`config.mk`:
```
export PLATFORM = sky130hd
export DESIGN_NAME = multiword_addsub_seq
export DESIGN_NICKNAME = d
export VERILOG_FILES = /design/src/rtl/multiword_addsub_seq.sv
export SDC_FILE = /design/constraint.sdc
export NUM_CORES = 1
export LEC_CHECK = 0
export CAP_MARGIN = 15
export CELL_PAD_IN_SITES_DETAIL_PLACEMENT = 1
export CELL_PAD_IN_SITES_GLOBAL_PLACEMENT = 2
export CORE_MARGIN = 4
export CORE_UTILIZATION = 31
export CTS_CLUSTER_DIAMETER = 40
export DETAILED_ROUTE_END_ITERATION = 8
export GPL_ROUTABILITY_DRIVEN = 0
export PLACE_DENSITY_LB_ADDON = 0.1
export SLEW_MARGIN = 10
export SYNTH_ARGS = -nofsm -noshare
export SYNTH_HDL_FRONTEND = slang
export SYNTH_SLANG_ARGS = --single-unit
```
`constraint.sdc`:
```
create_clock -name clk -period 3.9 [get_ports clk]
set_input_delay 1.17 -clock clk [delete_from_list [all_inputs] [get_ports clk]]
set_output_delay 1.17 -clock clk [all_outputs]
set_load 0.005 [all_outputs]
```
`src/rtl/multiword_addsub_seq.sv`:
```
// Wide add/subtract built from one W-bit adder slice reused over WORDS cycles,
// least-significant word first, with a start/busy/done handshake.
module multiword_addsub_seq #(
  parameter int W     = 16,
  parameter int WORDS = 4
) (
  input  logic                 clk,
  input  logic                 rst,
  input  logic                 start,
  input  logic                 sub,
  input  logic [W*WORDS-1:0]   a,
  input  logic [W*WORDS-1:0]   b,
  output logic                 busy,
  output logic                 done,
  output logic [W*WORDS-1:0]   s,
  output logic                 co,
  output logic                 ovf
);

  localparam int IDX_W = $clog2(WORDS);

  typedef enum logic [1:0] {IDLE, RUN, DONE} state_t;

  state_t             state_q, state_d;
  logic [W-1:0]       a_q [WORDS];
  logic [W-1:0]       a_d [WORDS];
  logic [W-1:0]       b_q [WORDS];
  logic [W-1:0]       b_d [WORDS];
  logic [W-1:0]       s_q [WORDS];
  logic [W-1:0]       s_d [WORDS];
  logic               carry_q, carry_d;
  logic [IDX_W-1:0]   idx_q, idx_d;
  logic               co_q, co_d;
  logic               ovf_q, ovf_d;

  logic [W-1:0]       a_word, b_word;
  logic [W:0]         slice_full;
  logic               last_word;

  // Shared adder slice; b_word is already complemented for subtraction.
  assign a_word     = a_q[idx_q];
  assign b_word     = b_q[idx_q];
  assign slice_full = {1'b0, a_word} + {1'b0, b_word} + (W+1)'(carry_q);
  assign last_word  = (idx_q == IDX_W'(WORDS - 1));

  always_comb begin
    state_d = state_q;
    a_d     = a_q;
    b_d     = b_q;
    s_d     = s_q;
    carry_d = carry_q;
    idx_d   = idx_q;
    co_d    = co_q;
    ovf_d   = ovf_q;
    case (state_q)
      IDLE: begin
        if (start) begin
          for (int i = 0; i < WORDS; i++) begin
            a_d[i] = a[i*W +: W];
            b_d[i] = b[i*W +: W] ^ {W{sub}};
            s_d[i] = '0;
          end
          carry_d = sub;
          idx_d   = '0;
          co_d    = 1'b0;
          ovf_d   = 1'b0;
          state_d = RUN;
        end
      end
      RUN: begin
        s_d[idx_q] = slice_full[W-1:0];
        carry_d    = slice_full[W];
        idx_d      = idx_q + IDX_W'(1);
        if (last_word) begin
          idx_d   = '0;
          co_d    = slice_full[W];
          // Carry into the MSB recovered from the MSB sum bit.
          ovf_d   = a_word[W-1] ^ b_word[W-1] ^ slice_full[W-1] ^ slice_full[W];
          state_d = DONE;
        end
      end
      DONE: begin
        state_d = IDLE;
      end
      default: begin
        state_d = IDLE;
      end
    endcase
  end

  always_ff @(posedge clk) begin
    if (rst) begin
      state_q <= IDLE;
      for (int i = 0; i < WORDS; i++) begin
        a_q[i] <= '0;
        b_q[i] <= '0;
        s_q[i] <= '0;
      end
      carry_q <= 1'b0;
      idx_q   <= '0;
      co_q    <= 1'b0;
      ovf_q   <= 1'b0;
    end else begin
      state_q <= state_d;
      a_q     <= a_d;
      b_q     <= b_d;
      s_q     <= s_d;
      carry_q <= carry_d;
      idx_q   <= idx_d;
      co_q    <= co_d;
      ovf_q   <= ovf_d;
    end
  end

  genvar gi;
  generate
    for (gi = 0; gi < WORDS; gi++) begin : g_s_out
      assign s[gi*W +: W] = s_q[gi];
    end
  endgenerate

  assign busy = (state_q != IDLE);
  assign done = (state_q == DONE);
  assign co   = co_q;
  assign ovf  = ovf_q;

endmodule

```
# Word-level counts from Yosys, hierarchy flattened
# Index checks and enable logic that the tools add are counted.
# totals
out_inout_bits	68
word_cells	67
reg_bits	199
# op_classes
order_cmp	2
bitwise	8
reduce_logical	8
n_mux	24
eq_ne	5
add_sub_neg	3
# ops
op	n
64-bit case mux with 2 select lines	1
16-bit two-way mux	5
16-bit binary-select mux with 2-bit select	2
64-bit bitwise mux	1
64-bit two-way mux	1
16-bit XOR	4
16-bit demux with 2-bit select	1
16-bit by 16-bit adder with 17-bit output	1
17-bit by 1-bit adder with 17-bit output	1
2-bit two-way mux	4
2-bit case mux with 2 select lines	2
1-bit case mux with 2 select lines	3
2-bit AND reduction	3
2-bit equality test (second input constant)	2
1-bit two-way mux	4
2-bit inequality test (second input constant)	2
2-bit nonzero test	2
3-bit >= comparator (second input constant)	1
3-bit by 1-bit less-than comparator with 1-bit output (second input constant)	1
2-bit inverter with 3-bit output	1
3-bit AND reduction	1
1-bit XOR	3
2-bit by 1-bit adder with 2-bit output (second input constant)	1
2-bit by 1-bit equality test with 1-bit output (second input constant)	1
other kinds (2)	2

# Longest topological paths before layout
# depth
ltp_word	10
ltp_mapped	12
ltp_nobuf	10

# Least setup slack after synthesis
# OpenSTA, ideal clock, no wires.
# synth_path
path_type	register -> register
start	reg idx_q[0]
end	reg s_q (netlist bit s[62])
period_less_slack_ps	3402
arrival_ps	3280
stages_incl_launch_ff	13
setup_slack_ps	498
path_cell_list	dfxtp_1 -> buf_2 -> buf_2 -> mux4_2 -> fa_1 -> inv_1 -> fa_1 -> nor2b_4 -> o31a_1 -> o31a_1 -> or3_1 -> o211ai_2 -> o21ai_1
# synth_via
elab_chain_cells	8
# synth_rtl
item	line	rtl
from (decl)	32	logic [IDX_W-1:0] idx_q, idx_d;
from (signal assigned)	109	idx_q <= idx_d;
2-bit inverter with 3-bit output (not written as such) *	41, 42, 71	
16-bit binary-select mux with 2-bit select, on equally long branches	41, 42	
16-bit two-way mux, on equally long branches (2 in a row)	41, 42	
16-bit by 16-bit adder with 17-bit output	43	assign slice_full = {1'b0, a_word} + {1'b0, b_word} + (W+1)'(carry_q);
17-bit by 1-bit adder with 17-bit output	43	
64-bit bitwise mux *	71	s_d[idx_q] = slice_full[W-1:0];
64-bit case mux with 2 select lines *	55	case (state_q)
to (signal, indexed assignment)	97	s_q[i] <= '0;
to (signal assigned)	107	s_q <= s_d;
to (decl)	29	logic [W-1:0] s_q [WORDS];
# Every way passes the cells marked *; elsewhere a longest branch is shown, timed or not. The select of a mux whose other input is x is not followed.
# A chain may end at the register's enable or synchronous reset.

# Worst setup path in the final report
# layout_path
start	reg idx_q[0]
end	reg ovf_q, in the netlist ovf
# layout_via
elab_chain_cells	10
# layout_rtl
item	line	rtl
2-bit inverter with 3-bit output (not written as such)	41, 42	
16-bit binary-select mux with 2-bit select, on equally long branches	41, 42	
16-bit two-way mux, on equally long branches (2 in a row)	41, 42	
16-bit by 16-bit adder with 17-bit output	43	
17-bit by 1-bit adder with 17-bit output	43	
1-bit XOR (2 in a row)	78	ovf_d = a_word[W-1] ^ b_word[W-1] ^ slice_full[W-1] ^ slice_full[W];
1-bit two-way mux	74	if (last_word) begin
1-bit case mux with 2 select lines	55	
to (signal assigned)	111	ovf_q <= ovf_d;
to (decl)	34	logic ovf_q, ovf_d;
# Several ways; a longest one is shown, not always the timed one. The select of a mux whose other input is x is not followed.

==> flow_summary.ini <==
[power]
peakVddDrop_mv = 0.285
p_leak_nw = 4.18
powerDensity_mw_per_mm2 = 407

[worst_setup_path]
worstSetupEndpointType = register
crit_required_ns = 4.23
critical_path_arrival_ns = 3.84
rr_worst_depth = 9
path_max_fanout = 24
critPathLaunchType = register
path_class = register to register

[grt]
grt_usage_pct = 18.1
gr-total-overflow = 0
grt_max_degree = 175
grt_pass1_vias = 7934
grt_pass1_wl_mm = 46.6
antenna_found_initial = 0

[job]
cap_violations = 0

[sta]
rsz0062_at_grt = no
setup_tns_ns = 0
clock_skew_ns = 0.0161
report.final.slew_viol_count = 0
tightest_slew_ns = 0.779
slew_headroom_pct = 48.0
clock.fmax_mhz = 285
finalSetupViolCount = 0
timing.hold.ws_ns = 0.456
hold_viol = 0
post-route-period-util_pct = 90.1
worst_slack_ns = 0.388
period_needed_ns = 3.51

[clock_tree]
cts_hold_buf = 0
cts_resized = 0
cts_max_level = 4
clk_latency_ns = 0.44
cts_num_sinks = 199
cts_tree = built
clk_pin_slew_worst_paths_ns = 0.07
cts_buffers = 17
post_cts_buffers = 0
cts.path.max_buffers = 2
root_buffer = clkbuf_16

[synthesis]
avgSynthCellArea_um2 = 9.09
ys_ff_latch = 199
synth_top_area_cell = dfxtp_1
synth_commonest_cells = dfxtp_1, nand2_1, nor2_1
yosys.area_share.adder_pct = 3.04
synth_top_family_by_area = compound AO/OA/AOI/OAI gates
synthArstFlopShare_pct = 0
ys.flop_type = dfxtp_1
muxShareOfSynthArea_pct = 8.22
ys_seq_area_share_pct = 43.6
synth_top_area_share_pct = 43.6
yosys.area_share.xor_xnor_pct = 7.38
syn_nets = 1158
synth_edf_count = 0
synth-compound-area-share_pct = 17.7
synthCells = 1005
yosysMostFrequentCell = dfxtp_1
synth_area_leaders = dfxtp_1, mux4_2, xnor2_1
synth-simple-area-share_pct = 15.9
yosysUniqueCellTypes = 54
yosysWarnings = 0
syn_area_mm2 = 0.00913

[routing]
routed_wl_mm = 29.7
drt_iter0_markers = 415
drtPass1Iterations = 4
viasPerCell = 4.92
vias = 7637
ant_nets = 0
drc = 0
wl_per_cell_um = 19.1

[die]
die_h_um = 180
initial_core_util_pct = 31.6
dieWidth_um = 180
num_rows = 62
core_mm2 = 0.0289
dieArea_mm2 = 0.0323
ios = 200

[min_path]
hold_path_depth = 2
hold_path_class = register to register

[layout]
drive_above_1_share_pct = 7.87
fin_util_pct = 41.5
syn2layout_area_growth_pct = 31.3
antenna_cells = 0
stdcell_area_mm2 = 0.0120
nets = 1309
n_fill_cell = 3346

[status]
status = completed

[placement]
place_ws_ns = 0.379
dpl_cell_area_mm2 = 0.0114
port_buffers = 199
dp_hpwl_mm = 22.1
## per-stage QoR
step | std cells | power, W
after floorplan | 1005 | 0.00281
after global placement | 1521 | 0.00321
after detailed placement | 1521 | 0.00322
after CTS | 1553 | 0.00495
after global routing | 1553 | 0.00512
final | 1553 | 0.00488
## kinds of logic after synthesis
| group | Yosys count |
|---|---|
| simple gates | 337 |
| compound gates | 246 |
| flops | 199 |
| buf+inv | 90 |
| xor+xnor | 77 |
| mux | 35 |
| fa+ha+maj | 21 |
## final timing paths
path / to / slack [ns] / start
setup / recovery: ovf / 0.39 / idx_q[0]
hold / removal: a_q[7] / 0.46 / a_q[7]
setup reg to reg: ovf / 0.39 / idx_q[0]
hold reg to reg: a_q[7] / 0.46 / a_q[7]
## layer usage
| layer | vias up | wire (µm) | global-route usage (%) |
|---|---|---|---|
| li1 | 3824 | - | - |
| met1 | 3667 | 14300 | 24.6 |
| met2 | 127 | 14400 | 30.8 |
| met3 | 19 | 717 | 2.71 |
| met4 | 0 | 321 | 3.87 |
| met5 | - | 0 | 0 |
## critical path: stages (launching register included)
cell,delay [ns]
dfxtp_2,0.60
buf_12,0.29
mux4_2,0.53
ha_1,0.55
nand2_1,0.19
a311oi_1,0.39
nand2b_1,0.09
o21ai_0,0.49
xnor2_1,0.19
o21ai_1,0.07
## area by class of cell
class	count	area (µm²)	share of cell area, %
multi-input cells	716	4770	39.8
clock buffers	19	433	3.61
flip-flops and latches	199	3990	33.2
inverters	9	33.8	0.282
repair buffers	213	2150	17.9
clock inverters	13	135	1.13
well taps	384	480	4.01
## cells in the final DEF, fill, tap and decap left out, types with 17 or more instances in the layout
master           netlist  layout
xnor2_1               73      73
a21oi_1               83      83
mux4_2                32      32
a211oi_1              66      66
clkdlybuf4s50_1        0     197
clkbuf_16              0      17
o21ai_0               24      24
a22oi_1               28      28
dfxtp_1              199     197
nand3b_1              19      19
nor2_1               116     116
nand2_1              159     158
ha_1                  19      19
## state kept, by name, summed over array words and instances (netlist names)
name and cells:
a_q 64, b_q 64, carry_q 1, co 1, idx_q 2, ovf 1
s 64, state_q 2
## power breakdown
group	internal, W	switching [W]	total [W]
sequential	0.00215	0.0000821	0.00223
clock	0.000852	0.000870	0.00172
combinational	0.000424	0.000499	0.000923
total	0.00342	0.00145	0.00488
Note: power is estimated with default switching activity, not from simulation.
